### src/rtl/nes_joypad_port_if.sv
// ============================================================================
// nes_joypad_port_if : CPU-side bus bundle for the $4016/$4017 controller ports
// Revision: 1.0
// ============================================================================
`default_nettype none

interface nes_joypad_port_if;
    logic [15:0] i_address;
    logic        i_rw;
    logic [7:0]  i_data;
    logic [7:0]  o_data;
    logic        o_data_en;

    modport master (
        output i_address,
        output i_rw,
        output i_data,
        input  o_data,
        input  o_data_en
    );

    modport slave (
        input  i_address,
        input  i_rw,
        input  i_data,
        output o_data,
        output o_data_en
    );
endinterface

`default_nettype wire

### src/rtl/nes_joypad_port.sv
// ============================================================================
// nes_joypad_port : strobe latch and two serial shift registers for NES pads
// Revision: 1.0
// ============================================================================
`default_nettype none

module nes_joypad_port #(
    parameter logic [15:0] BASE_ADDR = 16'h4016,
    parameter logic [7:0]  OPEN_BUS  = 8'h40
) (
    input  wire logic           i_clk,
    input  wire logic           i_reset,
    input  wire logic           i_clk_en,
    nes_joypad_port_if.slave    bus,
    output logic                o_strobe,
    input  wire logic [7:0]     i_pad1_buttons,
    input  wire logic [7:0]     i_pad2_buttons
);

    logic       strobe_q, strobe_d;
    logic [7:0] shift1_q, shift1_d;
    logic [7:0] shift2_q, shift2_d;

    logic w_sel1, w_sel2, w_read, w_wr1, w_load;
    logic w_bit1, w_bit2;
    logic [6:0] w_unused_data;

    assign w_sel1 = (bus.i_address == BASE_ADDR);
    assign w_sel2 = (bus.i_address == (BASE_ADDR + 16'd1));
    assign w_read = bus.i_rw & (w_sel1 | w_sel2);
    assign w_wr1  = ~bus.i_rw & w_sel1;
    // The edge that clears strobe still reloads, since the pre-edge strobe is 1.
    assign w_load = strobe_q | (w_wr1 & bus.i_data[0]);

    assign w_bit1 = strobe_q ? i_pad1_buttons[0] : shift1_q[0];
    assign w_bit2 = strobe_q ? i_pad2_buttons[0] : shift2_q[0];
    assign w_unused_data = bus.i_data[7:1];

    always_comb begin
        bus.o_data    = 8'h00;
        bus.o_data_en = 1'b0;
        if (w_read) begin
            bus.o_data_en = 1'b1;
            bus.o_data    = {OPEN_BUS[7:1], (w_sel1 ? w_bit1 : w_bit2)};
        end
    end

    always_comb begin
        strobe_d = strobe_q;
        shift1_d = shift1_q;
        shift2_d = shift2_q;
        if (i_clk_en) begin
            if (w_wr1) begin
                strobe_d = bus.i_data[0];
            end
            if (w_load) begin
                shift1_d = i_pad1_buttons;
                shift2_d = i_pad2_buttons;
            end else if (w_read) begin
                // Shift in 1s so an exhausted register keeps reading 1.
                if (w_sel1) shift1_d = {1'b1, shift1_q[7:1]};
                if (w_sel2) shift2_d = {1'b1, shift2_q[7:1]};
            end
        end
    end

    always_ff @(negedge i_clk or posedge i_reset) begin
        if (i_reset) begin
            strobe_q <= 1'b0;
            shift1_q <= 8'hFF;
            shift2_q <= 8'hFF;
        end else begin
            strobe_q <= strobe_d;
            shift1_q <= shift1_d;
            shift2_q <= shift2_d;
        end
    end

    assign o_strobe = strobe_q;

endmodule

`default_nettype wire
### src/flat_wrapper.sv
// flat-port wrapper written by rule: the top's interface ports become plain ports
module nes_joypad_port_flat 
#(
    parameter logic [15:0] BASE_ADDR = 16'h4016,
    parameter logic [7:0]  OPEN_BUS  = 8'h40
)
  (i_clk, i_reset, i_clk_en, o_strobe, i_pad1_buttons, i_pad2_buttons, bus_i_address, bus_i_rw, bus_i_data, bus_o_data, bus_o_data_en);
  nes_joypad_port_if bus_i ();
  input  wire logic i_clk;
  input  wire logic i_reset;
  input  wire logic i_clk_en;
  output logic o_strobe;
  input  wire logic [7:0] i_pad1_buttons;
  input  wire logic [7:0] i_pad2_buttons;
  input wire logic [$bits(bus_i.i_address)-1:0] bus_i_address;
  input wire logic [$bits(bus_i.i_rw)-1:0] bus_i_rw;
  input wire logic [$bits(bus_i.i_data)-1:0] bus_i_data;
  output wire logic [$bits(bus_i.o_data)-1:0] bus_o_data;
  output wire logic [$bits(bus_i.o_data_en)-1:0] bus_o_data_en;
  assign bus_i.i_address = bus_i_address;
  assign bus_i.i_rw = bus_i_rw;
  assign bus_i.i_data = bus_i_data;
  assign bus_o_data = bus_i.o_data;
  assign bus_o_data_en = bus_i.o_data_en;
  nes_joypad_port #(.BASE_ADDR(BASE_ADDR), .OPEN_BUS(OPEN_BUS)) u_core (.i_clk(i_clk), .i_reset(i_reset), .i_clk_en(i_clk_en), .bus(bus_i), .o_strobe(o_strobe), .i_pad1_buttons(i_pad1_buttons), .i_pad2_buttons(i_pad2_buttons));
endmodule
### config.mk
export PLATFORM = sky130hd
export DESIGN_NAME = nes_joypad_port_flat
export DESIGN_NICKNAME = d
export VERILOG_FILES = /design/src/rtl/nes_joypad_port_if.sv /design/src/rtl/nes_joypad_port.sv /design/src/flat_wrapper.sv
export SDC_FILE = /design/constraint.sdc
export NUM_CORES = 1
export LEC_CHECK = 0
export BUFFER_PORTS_ARGS = -buffer_cell sky130_fd_sc_hd__buf_2
export CAP_MARGIN = 10
export CORE_MARGIN = 8
export CORE_UTILIZATION = 35
export DETAILED_ROUTE_END_ITERATION = 16
export MAX_ROUTING_LAYER = met4
export PLACE_DENSITY_LB_ADDON = 0.3
export SLEW_MARGIN = 20
export SYNTH_ARGS = -nofsm -noshare
export SYNTH_HDL_FRONTEND = slang
export SYNTH_SLANG_ARGS = --single-unit
### constraint.sdc
create_clock -name i_clk -period 1.51 [get_ports i_clk]
set_input_delay 0.151 -clock i_clk [delete_from_list [all_inputs] [get_ports i_clk]]
set_output_delay 0.151 -clock i_clk [all_outputs]
set_load 0.01 [all_outputs]
Yosys cells after proc, flatten, opt, wreduce, memory -nomap -nowiden
Index checks and enable logic that the tools add are counted.
{"block": "word_totals", "ff_bits": 17, "in_bits": 44, "out_inout_bits": 10, "word_cells": 28}
{"block": "op_classes", "n_eq_ne": 2, "mux": 11, "bitwise": 6, "n_reduce_logical": 6}
{"op": "$mux 8", "count": 6}
{"op": "$eq 16x15->1 const B", "count": 2}
{"op": "$mux 7", "count": 1}
{"op": "$reduce_and 3->1", "count": 2}
{"op": "$reduce_bool 2->1", "count": 3}
{"op": "$mux 1", "count": 4}
{"op": "$and 1x1->1", "count": 3}
{"op": "$or 1x1->1", "count": 2}
{"op": "$reduce_and 2->1", "count": 1}
{"op": "$not 1->1", "count": 1}

Depth between registers and ports, before layout
{"block": "logic_depth", "ltp_word": 6, "mapped_depth": 7, "mapped_depth_nobuf": 5}

==> flow_metrics.tcl <==
set metrics [dict create \
    cp_cell_sequence "mux4_2 -> and3_4 -> buf_6" \
    cts-root-buf "clkbuf_4" \
    synth_edf_count 0 \
    gr-max-usage-layer "met2" \
    worst_setup_path_start_kind "flop" \
    cts-hold-fix-buffers 0 \
    dieArea_um2 5790 \
    met2_usage_pct 21.1 \
    arrival_ns 2.26 \
    worst_ep_required_time_ns 1.36 \
    final.setup.worst_slack_ns -0.902 \
    syn_inst 129 \
    ant_nets 0 \
    hold_viol_final 0 \
    cpMaxStageDelayCell "mux4_2" \
    die_x_um 76.1 \
    yosysWarnings 0 \
    areaGrowthSynthToFinish_pct 55.1 \
    place_inst 221 \
    coreArea_um2 3580 \
    clk_latency_ns 0.38 \
    cts_made_buffers 3 \
    initial_core_util_pct 35.3 \
    utilization_pct 54.8 \
    wl_per_cell_um 14.9 \
    power_leakage_nw 0.887 \
    drv_cap 0 \
    synth_area_um2 1260 \
    grt-ovfl-total 0 \
    finalMaxSlewViolations 0 \
    die_h_um 76.1 \
    slowest_delay_ns 0.49 \
    syn_avg_cell_area_um2 9.80 \
    violations "negative setup slack" \
    seq_area_frac_synth_pct 35.2 \
    antenna_cells 0 \
    cts_sinks 17 \
    synth_seq_cells 17 \
    vias_per_cell 4.96 \
    dr_total_vias 1219 \
    grt_pass1_vias 1320 \
    place.gp.congestion 0.770 \
    grt_pass1_wl_um 6080 \
    layout_common_cells "33 x buf_2, 32 x inv_1, 16 x dfstp_2" \
    drt_iter0_drc 62 \
    crit_fanout 2 \
    rsz0062_at_grt "true" \
    hold_class "input pin to async pin" \
    layout-drive-gt1-share_pct 59.1 \
    first_pass_iters 5 \
    stdcell_count 246 \
    clock_path_buffers 2 \
    critical_path_buf_inv_count 1 \
    setup_viol 21 \
    crit_path_start "u_core.o_strobe" \
    pin_count 54 \
    grtUsageTotal_pct 12.7 \
    final_nets 243 \
    final_cell_area_um2 1960 \
    whs_ns 0.478 \
    crit_path_end_kind "output pin" \
    routed_wl_um 3670 \
    dp.final_hpwl_um 2580 \
    worstSetupPathType "flop to output pin" \
    finClkSkew_ns 0.0737 \
    ys.flop_type "dfstp_2" \
    htree_levels 1 \
    layout_commonest_cell "buf_2" \
    antenna_found_initial 0 \
    worstReg2RegStart "u_core.o_strobe" \
    cts_tree "yes" \
    grt_util_met3_pct 3.54 \
    p_per_area_nw_per_um2 526 \
    port_buffers 40 \
    ys_types 30 \
    dp_slack_ns -0.973 \
    outcome "finished with violations" \
    drc 0 \
    synthArstFlopShare_pct 100 \
    place_area_um2 1580 \
    clkTransAtPathRegs_ns 0.08 \
    grt_start_max_net_pins 35 \
    crit_family "multiplexers" \
    rows 22 \
    peakVddDrop_v 0.000259 \
    use_met1_pct 14.4 \
]
==> timing repair <==
item	CTS	global route
cloned	1	0
pin swaps	6	5
endpoints found under the setup margin	19	21
setup buffers	4	1
gates resized for setup	34	14
==> through the flow <==
stage          TNS (ns)  total power [W]
2_1_floorplan    -12.31         0.000575
3_5_place_dp     -16.75         0.000649
5_1_grt          -11.08          0.00110
6_report         -10.12          0.00103
3_3_place_gp     -15.11         0.000646
4_1_cts          -10.17          0.00102
==> sequential cells by signal, indices dropped and copies added (netlist names) <==
register	cells
u_core.shift1_q	8
u_core.o_strobe	1
u_core.shift2_q	8
==> layout make-up <==
class	count	area, um2
inverters	16	60.1
flip-flops and latches	17	445
clock inverters	16	60.1
clock buffers	4	26.3
fillers	341	1620
repair buffers	60	450
well taps	48	60.1
multi-input cells	85	858
==> final timing paths <==
path	endpoint	slack, ns	depth (start not counted)
worst max register to register	u_core.shift2_q[6]	-0.01	5
worst min-delay path	u_core.o_strobe	0.48	3
min in group i_clk	u_core.shift2_q[7]	0.52	1
max in group asynchronous	u_core.shift1_q[0]	0.76	3
worst min register to register	u_core.shift2_q[7]	0.52	1
worst max-delay path	bus_o_data[0]	-0.90	3
==> cells in the mapped netlist, types with 2 or more instances <==
master,number,area [um2]
and2_1,2,12.5
buf_4,8,60.1
clkbuf_1,5,18.8
dfstp_2,16,420
inv_1,17,63.8
mux2_2,8,90.1
mux2_4,8,120
nand2_1,14,52.6
nand3_1,15,75.1
nor2_1,3,11.3
nor4b_2,2,30.0
o311ai_0,13,114
==> power by group <==
group	switching (W)	leakage, nW	internal [W]	total, W
clock network	0.000278	0.100	0.000158	0.000436
registers	0.0000000886	0.179	0.000460	0.000460
logic	0.0000644	0.608	0.0000722	0.000137
total	0.000342	0.887	0.000690	0.00103
==> metal layers <==
metal | vias to the layer above | share of wire (%)
li1 | 585 | -
met1 | 592 | 43
met2 | 33 | 51
met3 | 9 | 4.0
met4 | 0 | 2.2
met5 | - | 0
==> cells by family (layout without fill, tap and decap cells) <==
kind of cell           count (synthesis)  count (layout)  synth area share [%]
AOI/OAI and AO/OA                     19              19                  13.4
buffers and inverters                 32              96                  12.6
DFF                                   17              17                  35.2
muxes                                 17              17                  18.4
other                                  1               6                 0.297
and+or+nand+nor                       43              43                  20.1
==> worst min-delay path, delay by kind of cell <==
kind | cells | cell delay (ns)
buffers and inverters | 3 | 0.33
Note: power is estimated with default switching activity, not from simulation.
